`src/rtl/draw_players_n.sv`:
```
// N-player sprite overlay stage: two-stage pipeline that composites fixed-priority
// player rectangles over the upstream pixel and reports per-frame player overlap.
module draw_players_n #(
    parameter int N_PLAYERS = 2,
    parameter int PLAYER_W  = 48,
    parameter int PLAYER_H  = 64,
    parameter int POS_W     = 12
) (
    input  logic                         clk,
    input  logic                         rst,
    input  logic [10:0]                  hcount_in,
    input  logic [10:0]                  vcount_in,
    input  logic                         hsync_in,
    input  logic                         vsync_in,
    input  logic                         hblnk_in,
    input  logic                         vblnk_in,
    input  logic [11:0]                  rgb_in,
    input  logic [N_PLAYERS*POS_W-1:0]   xpos_in,
    input  logic [N_PLAYERS*POS_W-1:0]   ypos_in,
    input  logic [N_PLAYERS-1:0]         enable_in,
    input  logic [N_PLAYERS*12-1:0]      colour_in,
    output logic [10:0]                  hcount_out,
    output logic [10:0]                  vcount_out,
    output logic                         hsync_out,
    output logic                         vsync_out,
    output logic                         hblnk_out,
    output logic                         vblnk_out,
    output logic [11:0]                  rgb_out,
    output logic [N_PLAYERS-1:0]         collide_out,
    output logic                         frame_tick
);

    localparam int PW = POS_W + 1;

    logic [N_PLAYERS*POS_W-1:0] x_s, y_s;
    logic [N_PLAYERS-1:0]       en_s;
    logic [N_PLAYERS*12-1:0]    col_s;
    logic                       vblnk_prev;
    logic                       vblnk_rise;
    logic [N_PLAYERS-1:0]       acc;

    logic [N_PLAYERS-1:0]       hit_c, hit_r;
    logic                       multi_hit;
    logic [10:0]                hcount_1, vcount_1;
    logic                       hsync_1, vsync_1, hblnk_1, vblnk_1;
    logic [11:0]                rgb_1;
    logic [11:0]                win_col;
    logic [11:0]                rgb_next;

    assign vblnk_rise = vblnk_in & ~vblnk_prev;

    // Compare in POS_W+1 bits so a sprite near the right/bottom edge is clipped, not wrapped.
    always_comb begin
        hit_c = '0;
        for (int i = 0; i < N_PLAYERS; i++) begin
            logic [PW-1:0] hc, vc, xl, yl;
            hc = PW'(hcount_in);
            vc = PW'(vcount_in);
            xl = PW'(x_s[i*POS_W +: POS_W]);
            yl = PW'(y_s[i*POS_W +: POS_W]);
            hit_c[i] = en_s[i] & ~hblnk_in & ~vblnk_in
                     & (hc >= xl) & (hc < xl + PW'(PLAYER_W))
                     & (vc >= yl) & (vc < yl + PW'(PLAYER_H));
        end
    end

    // Clearing the lowest set bit leaves something only when two or more players hit.
    assign multi_hit = |(hit_c & (hit_c - 1'b1));

    // Descending scan so the lowest-index hit is the one left standing.
    always_comb begin
        win_col = 12'h000;
        for (int i = N_PLAYERS - 1; i >= 0; i--) begin
            if (hit_r[i]) win_col = col_s[i*12 +: 12];
        end
    end

    always_comb begin
        rgb_next = rgb_1;
        if (hblnk_1 | vblnk_1) rgb_next = 12'h000;
        else if (|hit_r)       rgb_next = win_col;
    end

    always_ff @(posedge clk) begin
        if (rst) begin
            x_s         <= '0;
            y_s         <= '0;
            en_s        <= '0;
            col_s       <= '0;
            vblnk_prev  <= 1'b0;
            acc         <= '0;
            collide_out <= '0;
            frame_tick  <= 1'b0;
        end else begin
            vblnk_prev <= vblnk_in;
            frame_tick <= vblnk_rise;
            if (vblnk_rise) begin
                x_s         <= xpos_in;
                y_s         <= ypos_in;
                en_s        <= enable_in;
                col_s       <= colour_in;
                collide_out <= acc;
                acc         <= '0;
            end else if (multi_hit) begin
                acc <= acc | hit_c;
            end
        end
    end

    always_ff @(posedge clk) begin
        if (rst) begin
            hit_r      <= '0;
            hcount_1   <= '0;
            vcount_1   <= '0;
            hsync_1    <= 1'b0;
            vsync_1    <= 1'b0;
            hblnk_1    <= 1'b0;
            vblnk_1    <= 1'b0;
            rgb_1      <= '0;
            hcount_out <= '0;
            vcount_out <= '0;
            hsync_out  <= 1'b0;
            vsync_out  <= 1'b0;
            hblnk_out  <= 1'b0;
            vblnk_out  <= 1'b0;
            rgb_out    <= '0;
        end else begin
            hit_r      <= hit_c;
            hcount_1   <= hcount_in;
            vcount_1   <= vcount_in;
            hsync_1    <= hsync_in;
            vsync_1    <= vsync_in;
            hblnk_1    <= hblnk_in;
            vblnk_1    <= vblnk_in;
            rgb_1      <= rgb_in;
            hcount_out <= hcount_1;
            vcount_out <= vcount_1;
            hsync_out  <= hsync_1;
            vsync_out  <= vsync_1;
            hblnk_out  <= hblnk_1;
            vblnk_out  <= vblnk_1;
            rgb_out    <= rgb_next;
        end
    end

endmodule
```
`config.mk`:
```
export PLATFORM = sky130hd
export DESIGN_NAME = draw_players_n
export DESIGN_NICKNAME = d
export VERILOG_FILES = /design/src/rtl/draw_players_n.sv
export SDC_FILE = /design/constraint.sdc
export NUM_CORES = 1
export LEC_CHECK = 0
export ABC_CLOCK_PERIOD_IN_PS = 2340
export BUFFER_PORTS_ARGS = -buffer_cell sky130_fd_sc_hd__buf_2
export CELL_PAD_IN_SITES_DETAIL_PLACEMENT = 1
export CELL_PAD_IN_SITES_GLOBAL_PLACEMENT = 1
export CORE_MARGIN = 2
export CORE_UTILIZATION = 37
export DETAILED_ROUTE_END_ITERATION = 6
export GPL_TIMING_DRIVEN = 0
export PLACE_DENSITY_LB_ADDON = 0.25
export RECOVER_POWER = 50
export REMOVE_ABC_BUFFERS = 1
export SLEW_MARGIN = 30
export SYNTH_ARGS = -nofsm -noshare
export SYNTH_HDL_FRONTEND = slang
export SYNTH_SLANG_ARGS = --single-unit
```
`constraint.sdc`:
```
create_clock -name clk -period 2.34 [get_ports clk]
set_input_delay 0 -clock clk [delete_from_list [all_inputs] [get_ports clk]]
set_output_delay 0 -clock clk [all_outputs]
set_load 0.03 [all_outputs]
```
==> metrics.md <==
| Metric | Value |
|---|---|
| Status | complete, but fails checks |
| Failing checks | capacitance limit, slew limit, setup timing |
| Max stage delay on crit path | 0.37 ns |
| Critical-path cell with the highest stage delay | a2111oi_4 |
| Post-Place Cell Area | 7920 sq um |
| Pin count of the biggest net entering global routing | 70 |
| Post-route ant nets | 0 |
| Register area share after synthesis | 46.3% |
| All-layer global routing usage | a little over a fifth |
| Initial drt markers | 215 |
| Final design utilization | 55.4% |
| Worst hold endpoint | y_s[23] |
| WP data required | 2.69 ns |
| # setup viols final | 4 |
| Post-Syn Area per Cell | 10.2 sq um |
| Clock-pin slew on the worst setup and hold paths | 0.06 ns |
| CP Launch Type | flop |
| Share of cells above drive strength 1 | a little under a quarter |
| GR Overflow Total | 0 |
| H-tree levels | 4 |
| DR vias | 5981 |
| Final hold vios | 0 |
| YS warnings | 0 |
| XOR/XNOR Fraction of Synth Area | 2.06% |
| Min Clock Period, post-route | about 2.5 ns |
| Pre-CTS WS | -0.701 ns |
| # fillers | around 2000 |
| Final hold slack | 0.308 ns |
| Post-Layout Inst Area | between 9000 and 10000 sq um |
| Multi-input logic area | between 3000 and 4000 sq um |
| Ports | about 160 |
| Worst ir drop on vdd | 0.458 mV |
| Wirelength per Cell | roughly 17 um |
| Leakage | around 4.2 nW |
| DR pass1 iterations | 4 |
| Fmax | 395 MHz |
| PortBufs | 154 |
| Core area | between 15000 and 20000 sq um |
| Max cap viols | 1 |
| Sequential Area | between 3000 and 4000 sq um |
| RSZ-0062 raised after global routing | yes |
| Clock Latency Late Sink | 0.43 ns |
| Via density per instance | 5.05 |
| Least-Margin Pin Slew | ~1.5 ns |
| Area grow syn2layout | 46.5% |
| Clock sinks | between 150 and 200 |
| Async set or reset register ratio after synthesis | 0% |
| Die height | between 100 and 150 um |
| Die width | 139 um |
| ANT cells | 0 |
| WL final | 20600 um |
| Final worst clock skew | 0.00726 ns |
| Post-Synth Adder-Cell Area | between 10% and 20% |
| Fin crit share | 108% |
| Fin nets | 1129 |
| Cell Area, Synth | 6790 sq um |
| Cells along the critical path | inv_4 -> ha_4 -> nor2_4 -> xnor2_1 -> ha_1 -> a21oi_2 -> nor4_2 -> a211oi_2 -> o31ai_2 -> a2111oi_4 -> nand3_1 -> a21boi_1 |
| Hold depth | 3 |
| Critical Path Sink Type | flop |
| Combinational family with the most area after synthesis | compound AO/OA/AOI/OAI gates |
| Crit Path Class | reg -> reg |
| Max-slew headroom | -0.258% |
| Unique masters post-synth | 54 |
| Yosys reg bits | approximately 160 |
| Capturing point of the worst reg2reg path | acc[0] |
| Worst-path fanout max | 4 |
| Min-delay worst type | in -> reg |
| Worst R2R Start | x_s[16] |
| R2R depth | 12 |
| Final WS setup | -0.189 ns |
| Clock Path Buffers | 2 |
| DP HPWL | 13500 um |
| DRC viols | 0 |
| First-pass GRT wire length | approximately 33000 um |
| Mux cell area share after synthesis | 2.08% |
| CTS Root Cell | clkbuf_16 |
| Initial antenna violation count | 0 |
| Rows | 49 |
| Post-synthesis compound-gate area fraction | 18.4% |
| Origin of the worst min-delay path | ypos_in[23] |
| EDFF count, synth | 0 |
| Worst Path Arrival | between 2 and 3 ns |
| Setup TNS | -0.441 ns |
| GPL Wtd Cong | 0.805 |
| Mapped Cells | 664 |
| Slew Viols, Final | 57 |
| Synth Area in Simple Gates | between 10 and 15% |
| Vias in the first global route | ~6400 |
| CTS tree | yes |
| Dominant synthesized flop cell | dfxtp_1 |
| Die area | 19500 sq um |
| R2R setup slack | -0.19 ns |
| CTS buffer count | 17 |
| Pwr/cell area | 714 nW/um^2 |
| Initial core utilization | 37.8% |
-- how the worst max path moves through the flow --
stage	from	end	slack [ns]	cells after the start
after floorplan	vblnk_1	frame_tick	-2.65	1
after global placement	rst	frame_tick	-6.28	2
after CTS	x_s[16]	acc[0]	-0.25	12
final	x_s[16]	acc[0]	-0.19	12
after global routing	x_s[16]	acc[0]	-0.35	12
after detailed placement	x_s[4]	acc[0]	-0.70	12
-- cell families after synthesis --
family	count (synthesis)
simple gates	165
compound gates	163
flops	157
buf+inv	77
fa+ha+maj	72
xor+xnor	16
mux	14
-- cells in the mapped netlist, types with 6 or more instances --
cell / count / share of area [%]
nand4_1: 6 / 0.55
a22o_1: 76 / 9.8
xnor2_1: 14 / 1.8
clkbuf_1: 23 / 1.3
dfxtp_1: 157 / 46
o21ai_0: 11 / 0.81
ha_1: 72 / 13
nand2_1: 12 / 0.66
mux2i_1: 13 / 1.9
a21oi_1: 36 / 2.7
nor2_1: 41 / 2.3
nor2b_1: 67 / 6.2
inv_1: 49 / 2.7
nand3_1: 11 / 0.81
-- timing repair --
| item | 4_1_cts | 5_1_grt |
|---|---|---|
| pin swaps | 17 | 14 |
| buffers inserted | 6 | 2 |
| endpoints found under the setup margin | 4 | 4 |
| hold buffers | 112 | 0 |
| hold endpoints to repair | 112 | 0 |
| resized for setup | 39 | 27 |
-- through the flow --
step / power (mW) / std cells
final: 7.10 / 1185
after global routing: 7.41 / 1185
after CTS: 7.13 / 1183
after detailed placement: 3.79 / 1033
after global placement: 3.72 / 1020
after floorplan: 3.44 / 637
-- final cells by class --
class                      count  area share, %
inverter                      50           1.99
clock inverter                12           2.09
sequential                   157           31.9
tap                          229           2.88
multi-input combinational    430           35.9
clock buffer                  20           4.59
timing repair buffer         287           20.7
-- registers in the layout (all words and copies together) (netlist names), 2 cells and up --
register     flops
acc              2
col_s           24
collide_out      2
en_s             2
hcount_1        11
hcount_out      11
hit_r            2
rgb_1           12
rgb_out         12
vcount_1        11
vcount_out      11
x_s             24
y_s             24
-- worst max-delay path: cells and delay by family, from the launching register on --
kind                       cells  cell delay, ns
AOI/OAI and AO/OA              5            1.12
adders and majority gates      2            0.52
DFF                            1            0.36
and+or+nand+nor                3            0.34
xor gates and xnor gates       1            0.07
buffers and inverters          1            0.04
-- metal layers --
metal	GRT usage (%)	vias to the layer above	wire length, um
met5	0	-	0
li1	-	2924	-
met4	7.39	0	450
met3	4.82	43	856
met1	25.9	2870	9090
met2	37.7	144	10200
-- layout by cell type (no fill, tap or decap), drive strengths merged, types with 7 or more instances in the layout --
cell type and n:
inv 52, nand3 11, ha 72, xnor2 14, a22o 76, nor2b 67, nand4 7, mux2i 13
clkbuf 54, dlygate4sd3 112, o21ai 13, nand2 12, a21oi 36, buf 141, nor2 41, dfxtp 157
-- power breakdown --
group	internal [mW]	switching [mW]	leakage, nW
registers	2.81	0.0856	1.30
clock network	1.97	1.16	0.324
logic	0.538	0.537	2.58
No activity file was read; power rests on OpenSTA's default activity.
